`config.mk`:
```
export PLATFORM = sky130hd
export DESIGN_NAME = sram_slot_arbiter_flat
export DESIGN_NICKNAME = d
export VERILOG_FILES = /design/src/rtl/sram_arb_pkg.sv /design/src/rtl/sram_slot_arbiter_if.sv /design/src/rtl/sram_arb_mux.sv /design/src/rtl/sram_slot_arbiter.sv /design/src/flat_wrapper.sv
export SDC_FILE = /design/constraint.sdc
export NUM_CORES = 1
export LEC_CHECK = 0
export ABC_AREA = 1
export BUFFER_PORTS_ARGS = -buffer_cell sky130_fd_sc_hd__buf_2
export CORE_MARGIN = 2
export CORE_UTILIZATION = 25
export DETAILED_ROUTE_END_ITERATION = 16
export GPL_TIMING_DRIVEN = 0
export MAX_ROUTING_LAYER = met4
export PLACE_DENSITY = 0.59
export SYNTH_ARGS = -nofsm -noshare
export SYNTH_HDL_FRONTEND = slang
export SYNTH_HIERARCHICAL = 1
export SYNTH_SLANG_ARGS = --single-unit
```
`constraint.sdc`:
```
create_clock -name i_clk -period 2.05 [get_ports i_clk]
set_input_delay 0.41 -clock i_clk [delete_from_list [all_inputs] [get_ports i_clk]]
set_output_delay 0.41 -clock i_clk [all_outputs]
set_load 0.005 [all_outputs]
```
`src/rtl/sram_arb_pkg.sv`:
```
// Shared types and helpers for the SRAM time-slot arbiter.
// Slot selection is written for up to MAX_CLIENTS clients.
package sram_arb_pkg;

    localparam int MAX_CLIENTS = 8;

    typedef enum logic [1:0] {
        ARB_IDLE,
        ARB_SLOT,
        ARB_GAP
    } arb_state_e;

    typedef struct packed {
        logic       valid;
        logic [2:0] idx;
    } next_sel_t;

    // Index width that stays legal for a single client.
    function automatic int cli_idx_w(input int n);
        return (n > 1) ? $clog2(n) : 1;
    endfunction

    // Lowest enabled client strictly above cur; cur = -1 starts a frame.
    function automatic next_sel_t next_enabled(input logic [MAX_CLIENTS-1:0] mask, input int cur);
        next_sel_t sel;
        sel = '0;
        for (int i = MAX_CLIENTS - 1; i >= 0; i--) begin
            if (mask[i] && i > cur) begin
                sel.valid = 1'b1;
                sel.idx   = 3'(i);
            end
        end
        return sel;
    endfunction

endpackage

```
`src/rtl/sram_slot_arbiter_if.sv`:
```
// Client-side and SRAM-side signals of the slot arbiter.
// The slave modport is the arbiter; the master modport is the client/frame driver.
interface sram_slot_arbiter_if #(
    parameter int NUM_CLIENTS = 4,
    parameter int ADDR_W      = 20,
    parameter int DATA_W      = 16
);
    logic                          i_start;
    logic [NUM_CLIENTS-1:0]        i_cli_en;
    logic [NUM_CLIENTS*ADDR_W-1:0] i_cli_addr;
    logic [NUM_CLIENTS-1:0]        i_cli_we_n;
    logic [NUM_CLIENTS*DATA_W-1:0] i_cli_wdata;
    logic [NUM_CLIENTS-1:0]        i_cli_done;

    logic [NUM_CLIENTS-1:0]        o_grant;
    logic [ADDR_W-1:0]             o_sram_addr;
    logic                          o_sram_we_n;
    logic [DATA_W-1:0]             o_sram_wdata;
    logic                          o_sram_dq_oe;
    logic                          o_busy;
    logic                          o_frame_done;
    logic                          o_overrun;
    logic                          o_timeout;

    modport slave (
        input  i_start, i_cli_en, i_cli_addr, i_cli_we_n, i_cli_wdata, i_cli_done,
        output o_grant, o_sram_addr, o_sram_we_n, o_sram_wdata, o_sram_dq_oe,
        output o_busy, o_frame_done, o_overrun, o_timeout
    );

    modport master (
        output i_start, i_cli_en, i_cli_addr, i_cli_we_n, i_cli_wdata, i_cli_done,
        input  o_grant, o_sram_addr, o_sram_we_n, o_sram_wdata, o_sram_dq_oe,
        input  o_busy, o_frame_done, o_overrun, o_timeout
    );

endinterface

```
`src/rtl/sram_arb_mux.sv`:
```
// One-hot grant to SRAM address/we_n/wdata mux.
// With no grant the bus is parked: address 0, write disabled, data 0.
module sram_arb_mux #(
    parameter int NUM_CLIENTS = 4,
    parameter int ADDR_W      = 20,
    parameter int DATA_W      = 16
) (
    input  logic [NUM_CLIENTS-1:0]        grant,
    input  logic [NUM_CLIENTS*ADDR_W-1:0] cli_addr,
    input  logic [NUM_CLIENTS-1:0]        cli_we_n,
    input  logic [NUM_CLIENTS*DATA_W-1:0] cli_wdata,
    output logic [ADDR_W-1:0]             addr,
    output logic                          we_n,
    output logic [DATA_W-1:0]             wdata
);

    always_comb begin
        addr  = '0;
        we_n  = 1'b1;
        wdata = '0;
        for (int k = 0; k < NUM_CLIENTS; k++) begin
            if (grant[k]) begin
                addr  = addr  | cli_addr[k*ADDR_W +: ADDR_W];
                wdata = wdata | cli_wdata[k*DATA_W +: DATA_W];
                we_n  = cli_we_n[k];
            end
        end
    end

endmodule

```
`src/rtl/sram_slot_arbiter.sv`:
```
// Per-sample time-slot arbiter for the shared single-port audio SRAM.
// Define SRAM_ARB_TIMEOUT_EN to force a handover after TIMEOUT_CYCLES slot cycles.
module sram_slot_arbiter
    import sram_arb_pkg::*;
#(
    parameter int NUM_CLIENTS    = 4,
    parameter int ADDR_W         = 20,
    parameter int DATA_W         = 16,
    parameter int TIMEOUT_CYCLES = 24
) (
    input logic               i_clk,
    input logic               i_rst_n,
    sram_slot_arbiter_if.slave bus
);

    localparam int CLI_IDX_W = cli_idx_w(NUM_CLIENTS);

    arb_state_e             state_q, state_d;
    logic [CLI_IDX_W-1:0]   idx_q, idx_d;
    logic [NUM_CLIENTS-1:0] mask_q, mask_d;
    logic [ADDR_W-1:0]      last_addr_q, last_addr_d;
    logic                   frame_done_q, frame_done_d;

    logic [NUM_CLIENTS-1:0] grant;
    logic [ADDR_W-1:0]      mux_addr;
    logic                   mux_we_n;
    logic [DATA_W-1:0]      mux_wdata;
    logic                   done_hit;
    logic                   timeout_hit;
    logic                   busy;
    next_sel_t              sel;

    assign grant    = (state_q == ARB_SLOT) ? (NUM_CLIENTS'(1) << idx_q) : '0;
    assign done_hit = |(bus.i_cli_done & grant);
    assign busy     = (state_q != ARB_IDLE);

    sram_arb_mux #(
        .NUM_CLIENTS(NUM_CLIENTS),
        .ADDR_W     (ADDR_W),
        .DATA_W     (DATA_W)
    ) u_mux (
        .grant    (grant),
        .cli_addr (bus.i_cli_addr),
        .cli_we_n (bus.i_cli_we_n),
        .cli_wdata(bus.i_cli_wdata),
        .addr     (mux_addr),
        .we_n     (mux_we_n),
        .wdata    (mux_wdata)
    );

`ifdef SRAM_ARB_TIMEOUT_EN
    localparam int TO_W = $clog2(TIMEOUT_CYCLES + 1);

    logic [TO_W-1:0] slot_cnt_q, slot_cnt_d;

    // Counting only inside SLOT means every slot entry starts from zero.
    assign slot_cnt_d  = (state_q == ARB_SLOT) ? slot_cnt_q + TO_W'(1) : '0;
    assign timeout_hit = (state_q == ARB_SLOT) && !done_hit &&
                         (slot_cnt_q == TO_W'(TIMEOUT_CYCLES - 1));

    always_ff @(posedge i_clk or negedge i_rst_n) begin
        if (!i_rst_n) slot_cnt_q <= '0;
        else          slot_cnt_q <= slot_cnt_d;
    end
`else
    assign timeout_hit = 1'b0;
`endif

    always_comb begin
        // NOTE: every _d gets a default first so no path leaves it unassigned (no latch).
        state_d      = state_q;
        idx_d        = idx_q;
        mask_d       = mask_q;
        last_addr_d  = last_addr_q;
        frame_done_d = 1'b0;
        sel          = '0;
        unique case (state_q)
            ARB_IDLE: begin
                if (bus.i_start) begin
                    mask_d = bus.i_cli_en;
                    sel    = next_enabled(MAX_CLIENTS'(bus.i_cli_en), -1);
                    if (sel.valid) begin
                        state_d = ARB_SLOT;
                        idx_d   = CLI_IDX_W'(sel.idx);
                    end else begin
                        frame_done_d = 1'b1;
                    end
                end
            end
            ARB_SLOT: begin
                last_addr_d = mux_addr;
                if (done_hit || timeout_hit) state_d = ARB_GAP;
            end
            ARB_GAP: begin
                sel = next_enabled(MAX_CLIENTS'(mask_q), int'(idx_q));
                if (sel.valid) begin
                    state_d = ARB_SLOT;
                    idx_d   = CLI_IDX_W'(sel.idx);
                end else begin
                    state_d      = ARB_IDLE;
                    frame_done_d = 1'b1;
                end
            end
            default: state_d = ARB_IDLE;
        endcase
    end

    always_ff @(posedge i_clk or negedge i_rst_n) begin
        // NOTE: non-blocking assignments so every flop samples pre-edge values.
        if (!i_rst_n) begin
            state_q      <= ARB_IDLE;
            idx_q        <= '0;
            mask_q       <= '0;
            last_addr_q  <= '0;
            frame_done_q <= 1'b0;
        end else begin
            state_q      <= state_d;
            idx_q        <= idx_d;
            mask_q       <= mask_d;
            last_addr_q  <= last_addr_d;
            frame_done_q <= frame_done_d;
        end
    end

    // The mux parks we_n high without a grant, which write-protects the SRAM outside SLOT.
    assign bus.o_grant      = grant;
    assign bus.o_sram_addr  = (state_q == ARB_SLOT) ? mux_addr : last_addr_q;
    assign bus.o_sram_we_n  = mux_we_n;
    assign bus.o_sram_wdata = mux_wdata;
    assign bus.o_sram_dq_oe = ~mux_we_n;
    assign bus.o_busy       = busy;
    assign bus.o_frame_done = frame_done_q;
    assign bus.o_overrun    = bus.i_start && busy;
    assign bus.o_timeout    = timeout_hit;

endmodule
```
`src/flat_wrapper.sv`:
```
// flat-port wrapper written by rule: the top's interface ports become plain ports
module sram_slot_arbiter_flat import sram_arb_pkg::*;
#(
    parameter int NUM_CLIENTS    = 4,
    parameter int ADDR_W         = 20,
    parameter int DATA_W         = 16,
    parameter int TIMEOUT_CYCLES = 24
)
  (i_clk, i_rst_n, bus_i_start, bus_i_cli_en, bus_i_cli_addr, bus_i_cli_we_n, bus_i_cli_wdata, bus_i_cli_done, bus_o_grant, bus_o_sram_addr, bus_o_sram_we_n, bus_o_sram_wdata, bus_o_sram_dq_oe, bus_o_busy, bus_o_frame_done, bus_o_overrun, bus_o_timeout);
  sram_slot_arbiter_if #(.NUM_CLIENTS(NUM_CLIENTS), .ADDR_W(ADDR_W), .DATA_W(DATA_W)) bus_i ();
  input logic i_clk;
  input logic i_rst_n;
  input wire logic [$bits(bus_i.i_start)-1:0] bus_i_start;
  input wire logic [$bits(bus_i.i_cli_en)-1:0] bus_i_cli_en;
  input wire logic [$bits(bus_i.i_cli_addr)-1:0] bus_i_cli_addr;
  input wire logic [$bits(bus_i.i_cli_we_n)-1:0] bus_i_cli_we_n;
  input wire logic [$bits(bus_i.i_cli_wdata)-1:0] bus_i_cli_wdata;
  input wire logic [$bits(bus_i.i_cli_done)-1:0] bus_i_cli_done;
  output wire logic [$bits(bus_i.o_grant)-1:0] bus_o_grant;
  output wire logic [$bits(bus_i.o_sram_addr)-1:0] bus_o_sram_addr;
  output wire logic [$bits(bus_i.o_sram_we_n)-1:0] bus_o_sram_we_n;
  output wire logic [$bits(bus_i.o_sram_wdata)-1:0] bus_o_sram_wdata;
  output wire logic [$bits(bus_i.o_sram_dq_oe)-1:0] bus_o_sram_dq_oe;
  output wire logic [$bits(bus_i.o_busy)-1:0] bus_o_busy;
  output wire logic [$bits(bus_i.o_frame_done)-1:0] bus_o_frame_done;
  output wire logic [$bits(bus_i.o_overrun)-1:0] bus_o_overrun;
  output wire logic [$bits(bus_i.o_timeout)-1:0] bus_o_timeout;
  assign bus_i.i_start = bus_i_start;
  assign bus_i.i_cli_en = bus_i_cli_en;
  assign bus_i.i_cli_addr = bus_i_cli_addr;
  assign bus_i.i_cli_we_n = bus_i_cli_we_n;
  assign bus_i.i_cli_wdata = bus_i_cli_wdata;
  assign bus_i.i_cli_done = bus_i_cli_done;
  assign bus_o_grant = bus_i.o_grant;
  assign bus_o_sram_addr = bus_i.o_sram_addr;
  assign bus_o_sram_we_n = bus_i.o_sram_we_n;
  assign bus_o_sram_wdata = bus_i.o_sram_wdata;
  assign bus_o_sram_dq_oe = bus_i.o_sram_dq_oe;
  assign bus_o_busy = bus_i.o_busy;
  assign bus_o_frame_done = bus_i.o_frame_done;
  assign bus_o_overrun = bus_i.o_overrun;
  assign bus_o_timeout = bus_i.o_timeout;
  sram_slot_arbiter #(.NUM_CLIENTS(NUM_CLIENTS), .ADDR_W(ADDR_W), .DATA_W(DATA_W), .TIMEOUT_CYCLES(TIMEOUT_CYCLES)) u_core (.i_clk(i_clk), .i_rst_n(i_rst_n), .bus(bus_i));
endmodule
```
Yosys cells after proc, flatten, opt, wreduce, memory -nomap -nowiden
Index checks and enable logic that the tools add are counted.
{"block": "op_classes", "bitwise": 8, "order_cmp": 3, "n_eq_ne": 6, "shift": 1, "n_mux": 37, "n_reduce_logical": 11}
{"op": "20-bit two-way mux", "count": 5}
{"op": "16-bit two-way mux", "count": 4}
{"op": "20-bit bitwise OR", "count": 3}
{"op": "16-bit bitwise OR", "count": 3}
{"op": "4-bit two-way mux", "count": 11}
{"op": "2-bit two-way mux", "count": 6}
{"op": "1-bit two-way mux", "count": 8}
{"op": "2-bit by 1-bit != test with 1-bit output (second input constant)", "count": 3}
{"op": "2-bit case mux with 3 select lines", "count": 1}
{"op": "4-bit bitwise AND", "count": 1}
{"op": "2-bit > comparator (first input constant)", "count": 2}
{"op": "1-bit logical AND", "count": 4}
{"op": "2-bit case mux with 2 select lines", "count": 1}
{"op": "4-bit AND reduction", "count": 1}
{"op": "2-bit nonzero test", "count": 2}
{"op": "4-bit OR reduction", "count": 1}
{"op": "1-bit by 2-bit left shift with 4-bit output (first input constant)", "count": 1}
{"op": "3-bit AND reduction", "count": 1}
{"op": "2-bit by 1-bit == test with 1-bit output (second input constant)", "count": 1}
{"op": "2-bit == test (second input constant)", "count": 1}
{"op": "1-bit by 2-bit > comparator with 1-bit output (first input constant)", "count": 1}
{"op": "2-bit zero test", "count": 1}
{"op": "2-bit != test (second input constant)", "count": 1}
{"op": "1-bit case mux with 2 select lines", "count": 1}
{"op": "other kinds (2)", "count": 2}
{"block": "totals", "register_bits": 29, "wordCells": 71, "output_inout_bits": 46, "inputBits": 159}

Longest topological paths before layout
{"block": "logic_depth", "depth_word": 10, "ltp_mapped": 12, "depth_no_buf": 10}

Modules after synthesis
The synthesis kept the hierarchy.
{"module": "sram_slot_arbiter", "area_each_um2": 1280.0, "cells_each": 163, "n_inst": 1, "seq_area_each_um2": 700.7}
{"module": "sram_arb_mux", "area_each_um2": 932.1, "cells_each": 207, "n_inst": 1, "seq_area_each_um2": 0.0}

Worst setup path before layout
OpenSTA, ideal clock, no wires.
{"block": "synth_timing", "path_kind": "reg2out", "from": "register u_core.state_q[0]", "to": "output bus_o_sram_addr[0]", "n_path_buf": 3, "path_slack_ps": -37, "t_arrival_ps": 1677, "required_time_ps": 1640, "stages_incl_launch_ff": 12, "cell_sequence": "dfrtp_1 -> inv_2 -> nor2_4 -> inv_2 -> buf_6 -> nor3_1 -> buf_6 -> buf_4 -> nand2_1 -> nand4_1 -> nand2_1 -> nand2_1"}
{"block": "synth_between", "elab_cells_between_ends": 10, "classes_between": "1 x eq/ne; 6 x mux; 3 x bitwise"}
{"element": "start, declared", "line": "sram_slot_arbiter.sv:18", "rtl": "arb_state_e state_q, state_d;"}
{"element": "start signal, assigned", "line": "sram_slot_arbiter.sv:117", "rtl": "state_q <= state_d;"}
{"element": "2-bit by 1-bit == test with 1-bit output (*)", "line": "sram_slot_arbiter.sv:33", "rtl": "assign grant = (state_q == ARB_SLOT) ? (NUM_CLIENTS'(1) << idx_q) : '0;"}
{"element": "4-bit two-way mux (*)", "line": "sram_slot_arbiter.sv:33"}
{"element": "named net bus_o_grant[1]", "line": "flat_wrapper.sv:19", "rtl": "output wire logic [$bits(bus_i.o_grant)-1:0] bus_o_grant;"}
{"element": "20-bit two-way mux (*)", "line": "sram_arb_mux.sv:22", "rtl": "if (grant[k]) begin"}
{"element": "20-bit bitwise OR", "line": "sram_arb_mux.sv:23", "rtl": "addr = addr | cli_addr[k*ADDR_W +: ADDR_W];"}
{"element": "20-bit two-way mux (*)", "line": "sram_arb_mux.sv:22"}
{"element": "20-bit bitwise OR", "line": "sram_arb_mux.sv:23"}
{"element": "20-bit two-way mux (*)", "line": "sram_arb_mux.sv:22"}
{"element": "named net u_core.mux_addr[0]", "line": "sram_slot_arbiter.sv:25", "rtl": "logic [ADDR_W-1:0] mux_addr;"}
{"element": "20-bit two-way mux (*)"}
{"element": "end, declared", "line": "flat_wrapper.sv:20", "rtl": "output wire logic [$bits(bus_i.o_sram_addr)-1:0] bus_o_sram_addr;"}
The timed path passes the listed nets; every way through them passes the cells marked *.

Final worst setup path
{"block": "layout_timing", "from": "register u_core.state_q[1]", "to": "output bus_o_sram_addr[4]"}
{"block": "layout_between", "elab_chain_len": 10}
{"element": "2-bit by 1-bit == test with 1-bit output (*)", "line": "sram_slot_arbiter.sv:33"}
{"element": "4-bit two-way mux (*)", "line": "sram_slot_arbiter.sv:33"}
{"element": "20-bit two-way mux", "line": "sram_arb_mux.sv:22"}
{"element": "20-bit bitwise OR", "line": "sram_arb_mux.sv:23"}
{"element": "20-bit two-way mux", "line": "sram_arb_mux.sv:22"}
{"element": "20-bit bitwise OR", "line": "sram_arb_mux.sv:23"}
{"element": "20-bit two-way mux", "line": "sram_arb_mux.sv:22"}
{"element": "20-bit bitwise OR", "line": "sram_arb_mux.sv:23"}
{"element": "20-bit two-way mux (*)", "line": "sram_arb_mux.sv:22"}
{"element": "named net u_core.mux_addr[4]", "line": "sram_slot_arbiter.sv:25"}
{"element": "20-bit two-way mux (*)"}
Marks and branches as above.

==> metrics.md <==
| Metric | Value |
|---|---|
| Hold slack final | `0.152 ns` |
| Final period utilization | `1.12` |
| Core area | `8640 sq um` |
| Vias post-DR | `~3200` |
| Number of remaining DRC errors | `0` |
| Reported leakage power | `between 2 and 2.5 nW` |
| Antenna cell count | `0` |
| Crit path max fanout | `10` |
| Headroom to the max-slew limit | `0.583` |
| Clock buffer count from CTS | `3` |
| Most area-hungry cell type in the Yosys netlist | `sky130_fd_sc_hd__nand2_1` |
| Via count of the first global-routing pass | `3173` |
| Number of max-cap violations | `0` |
| Critical path startpoint category | `flip-flop` |
| Critical path data arrival time | `1.89 ns` |
| H-tree Lvls | `1` |
| Antenna viol nets, final | `0` |
| DIE WIDTH | `between 90 and 100 um` |
| Leading post-synthesis cells by cell area | `sky130_fd_sc_hd__nand2_1 (40%), sky130_fd_sc_hd__dfrtp_1 (32%), sky130_fd_sc_hd__nand4_1 (10%)` |
| Flip-flop and latch count after synthesis | `28` |
| Total iterations of the first detailed-routing run | `4` |
| Final cell area excluding filler cells | `3820 sq um` |
| Count of placed standard cells including taps | `681` |
| Worst-case clock buffer depth | `2` |
| R2R setup slack | `around 0.4 ns` |
| Worst supply voltage drop on vdd | `0.517 mV` |
| Warnings from Yosys | `6` |
| Type of destination of the critical path | `primary output` |
| Rows | `34` |
| Final Setup Violations | `38` |
| Starting density of the core | `0.256` |
| Hold buffers post-CTS | `0` |
| Global router's overall resource usage | `0.193` |
| Wire length of the first global-routing pass | `14.8 mm` |
| Largest net degree at the start of global routing | `29` |
| Share of layout cells above drive strength 1 | `0.474` |
| Crit Path Class | `reg -> out` |
| Number of non-filler instances in the completed layout | `around 710` |
| Average instance area after synthesis | `5.98 sq um` |
| Minimum setup slack in the final design | `-0.249 ns` |
| Synthesis-to-layout area growth | `72.6%` |
| Area of the die | `between 9000 and 10000 sq um` |
| Final hold violation count | `0` |
| Final Max Slew Viols | `0` |
| Routed vias/inst | `4.53` |
| Top-level port count | `205` |
| Count of cells along the worst register-to-register path | `10` |
| CTS tree | `done` |
| Final layout net count | `~770` |
| Layout Skew | `0.00617 ns` |
| Post-detailed-routing wire length | `9.33 mm` |
| Pwr/cell area | `1120 nW/um^2` |
| Placed cell areas | `approximately 3400 sq um` |
| Outcome | `finished with violations` |
| Reg-to-reg critical path startpoint | `u_core/state_q[1]` |
| Syn Nets | `529` |
| Path category of the worst min-delay check | `in -> async` |
| Die Height | `98.1 um` |
| Count of port buffers added during placement | `203` |
| Fmax | `around 0.44 GHz` |
| Final global-route overflow total | `0` |
| Violated checks | `negative setup slack` |
| Fraction of the yosys area taken by sequential cells | `0.317` |
| Endpoint of the most critical register-to-register path | `u_core/last_addr_q[3]` |
| Clock latency on the worst-skew pair | `roughly 0.27 ns` |
| Post-synthesis cell type count | `19` |
| Post-route total power | `4.28 mW` |
| Initial detailed-routing violation count | `120` |
| Synth top area share | `0.402` |
| Worst Tran Pin Value | `0.626 ns` |
| Area of the mapped netlist | `2210 sq um` |
| Number of cells produced by synthesis | `370` |
| Critical Path RT | `between 1.5 and 2 ns` |
| Root buffer selected by CTS | `sky130_fd_sc_hd__clkbuf_8` |
| WL per Instance | `13.1 um` |
| Half-perimeter wire length after detailed placement | `7.29 mm` |
| Unrepaired setup endpoints after global routing | `true` |
| Number of antenna violations at the first check in global routing | `0` |
| Post-Route Utilization | `0.442` |
| Clock period minus worst slack | `2.30 ns` |
| Final weighted congestion in routability-driven placement | `0.911` |
| CTS sink cnt | `28` |
| Worst-path clk slew | `0.08 ns` |
metal layers:
metal  up-vias  share of wire  track usage
li1       1644              -            -
met1      1452           0.42        0.240
met2       130           0.50        0.339
met3         4          0.071       0.0344
met4         0         0.0049       0.0235
met5         -              0            -
cells in the mapped netlist:
cell type,number
sky130_fd_sc_hd__inv_1,13
sky130_fd_sc_hd__buf_4,8
sky130_fd_sc_hd__o21ai_0,3
sky130_fd_sc_hd__nor3_1,3
sky130_fd_sc_hd__inv_2,3
sky130_fd_sc_hd__dfrtp_1,28
sky130_fd_sc_hd__nand3_1,6
sky130_fd_sc_hd__nand4_1,37
sky130_fd_sc_hd__nor2_4,2
sky130_fd_sc_hd__o21bai_1,2
sky130_fd_sc_hd__conb_1,1
sky130_fd_sc_hd__nor2_1,6
sky130_fd_sc_hd__nand2_1,237
sky130_fd_sc_hd__mux2_2,1
sky130_fd_sc_hd__nor2_2,1
sky130_fd_sc_hd__buf_6,5
sky130_fd_sc_hd__a21oi_1,5
sky130_fd_sc_hd__buf_2,8
sky130_fd_sc_hd__nand3b_1,1
what timing repair did:
item / CTS / global route
gates resized for setup: 28 / 29
pin swaps: 6 / 5
cloned: 1 / 0
setup endpoints to repair: 38 / 39
setup buffers: 23 / 13
kinds of logic after synthesis:
family	Yosys count	synth area share
and+or+nand+nor	293	0.554
buffers and inverters	37	0.0979
DFF	28	0.317
AOI/OAI and AO/OA	10	0.0249
muxes	1	0.00509
other	1	0.00170
flip-flops by register name, summed over array words and instances, names as in the netlist:
register	cells
u_core/state_q	2
u_core/last_addr_q	20
u_core/idx_q	2
u_core/mask_q	3
u_core/bus.o_frame_done	1
cells in the final DEF, fill, tap and decap left out:
| cell type | Yosys | final |
|---|---|---|
| sky130_fd_sc_hd__nor3_4 | 0 | 3 |
| sky130_fd_sc_hd__o21ai_0 | 3 | 3 |
| sky130_fd_sc_hd__mux2_2 | 1 | 1 |
| sky130_fd_sc_hd__nand2_4 | 0 | 1 |
| sky130_fd_sc_hd__inv_8 | 0 | 1 |
| sky130_fd_sc_hd__buf_4 | 8 | 25 |
| sky130_fd_sc_hd__nand3_1 | 6 | 6 |
| sky130_fd_sc_hd__dfrtp_2 | 0 | 3 |
| sky130_fd_sc_hd__nor2_4 | 2 | 2 |
| sky130_fd_sc_hd__dfrtp_1 | 28 | 25 |
| sky130_fd_sc_hd__o21bai_1 | 2 | 2 |
| sky130_fd_sc_hd__nand4_1 | 37 | 37 |
| sky130_fd_sc_hd__a21oi_1 | 5 | 5 |
| sky130_fd_sc_hd__inv_1 | 13 | 13 |
| sky130_fd_sc_hd__nand2_1 | 237 | 220 |
| sky130_fd_sc_hd__nand3b_1 | 1 | 1 |
| sky130_fd_sc_hd__buf_6 | 5 | 21 |
| sky130_fd_sc_hd__clkbuf_8 | 0 | 3 |
| sky130_fd_sc_hd__nor2_1 | 6 | 5 |
| sky130_fd_sc_hd__nor2_2 | 1 | 2 |
| sky130_fd_sc_hd__buf_2 | 8 | 204 |
| sky130_fd_sc_hd__buf_8 | 0 | 3 |
| sky130_fd_sc_hd__nand2_2 | 0 | 16 |
| sky130_fd_sc_hd__conb_1 | 1 | 1 |
| sky130_fd_sc_hd__inv_2 | 3 | 2 |
worst max-delay path, cell delays in order (launching register included):
cell and delay [ns]:
sky130_fd_sc_hd__dfrtp_2 0.43, sky130_fd_sc_hd__nor2_4 0.18, sky130_fd_sc_hd__inv_8 0.07, sky130_fd_sc_hd__nor3_4 0.20, sky130_fd_sc_hd__buf_6 0.17, sky130_fd_sc_hd__buf_8 0.14
sky130_fd_sc_hd__nand2_1 0.05, sky130_fd_sc_hd__nand4_1 0.10, sky130_fd_sc_hd__nand2_1 0.06, sky130_fd_sc_hd__nand2_1 0.09, sky130_fd_sc_hd__buf_2 0.12
how the worst max path moves through the flow:
stage                                 start             endpoint  depth (start not counted)
after global placement    u_core/state_q[1]  bus_o_sram_addr[16]                         11
after global routing      u_core/state_q[1]  bus_o_sram_addr[15]                         10
after CTS                 u_core/state_q[0]  bus_o_sram_addr[16]                         11
final                     u_core/state_q[1]   bus_o_sram_addr[4]                         10
after floorplan           u_core/state_q[0]   bus_o_sram_addr[0]                         11
after detailed placement  u_core/state_q[0]   bus_o_sram_addr[1]                         12
stage by stage:
step	TNS, ns	setup slack (ns)
floorplan	0	0.0849
global placement	-7.62	-0.343
detailed placement	-8.06	-0.378
CTS	-4.90	-0.241
global route	-10.96	-0.378
finish	-6.46	-0.249
power by group:
part	switching [mW]	internal, mW	total, mW
registers	0.0944	0.748	0.843
logic	1.67	1.48	3.15
clock network	0.154	0.132	0.286
total	1.92	2.36	4.28
cell type report:
type	count	area [sq um]
Clock buffer	3	41.3
Multi-Input combinational cell	305	1380
Fill cell	950	4820
Timing Repair Buffer	236	1320
Tap cell	108	135
Buffer	17	166
Sequential cell	28	704
Inverter	16	67.6
Note: power is estimated with default switching activity, not from simulation.
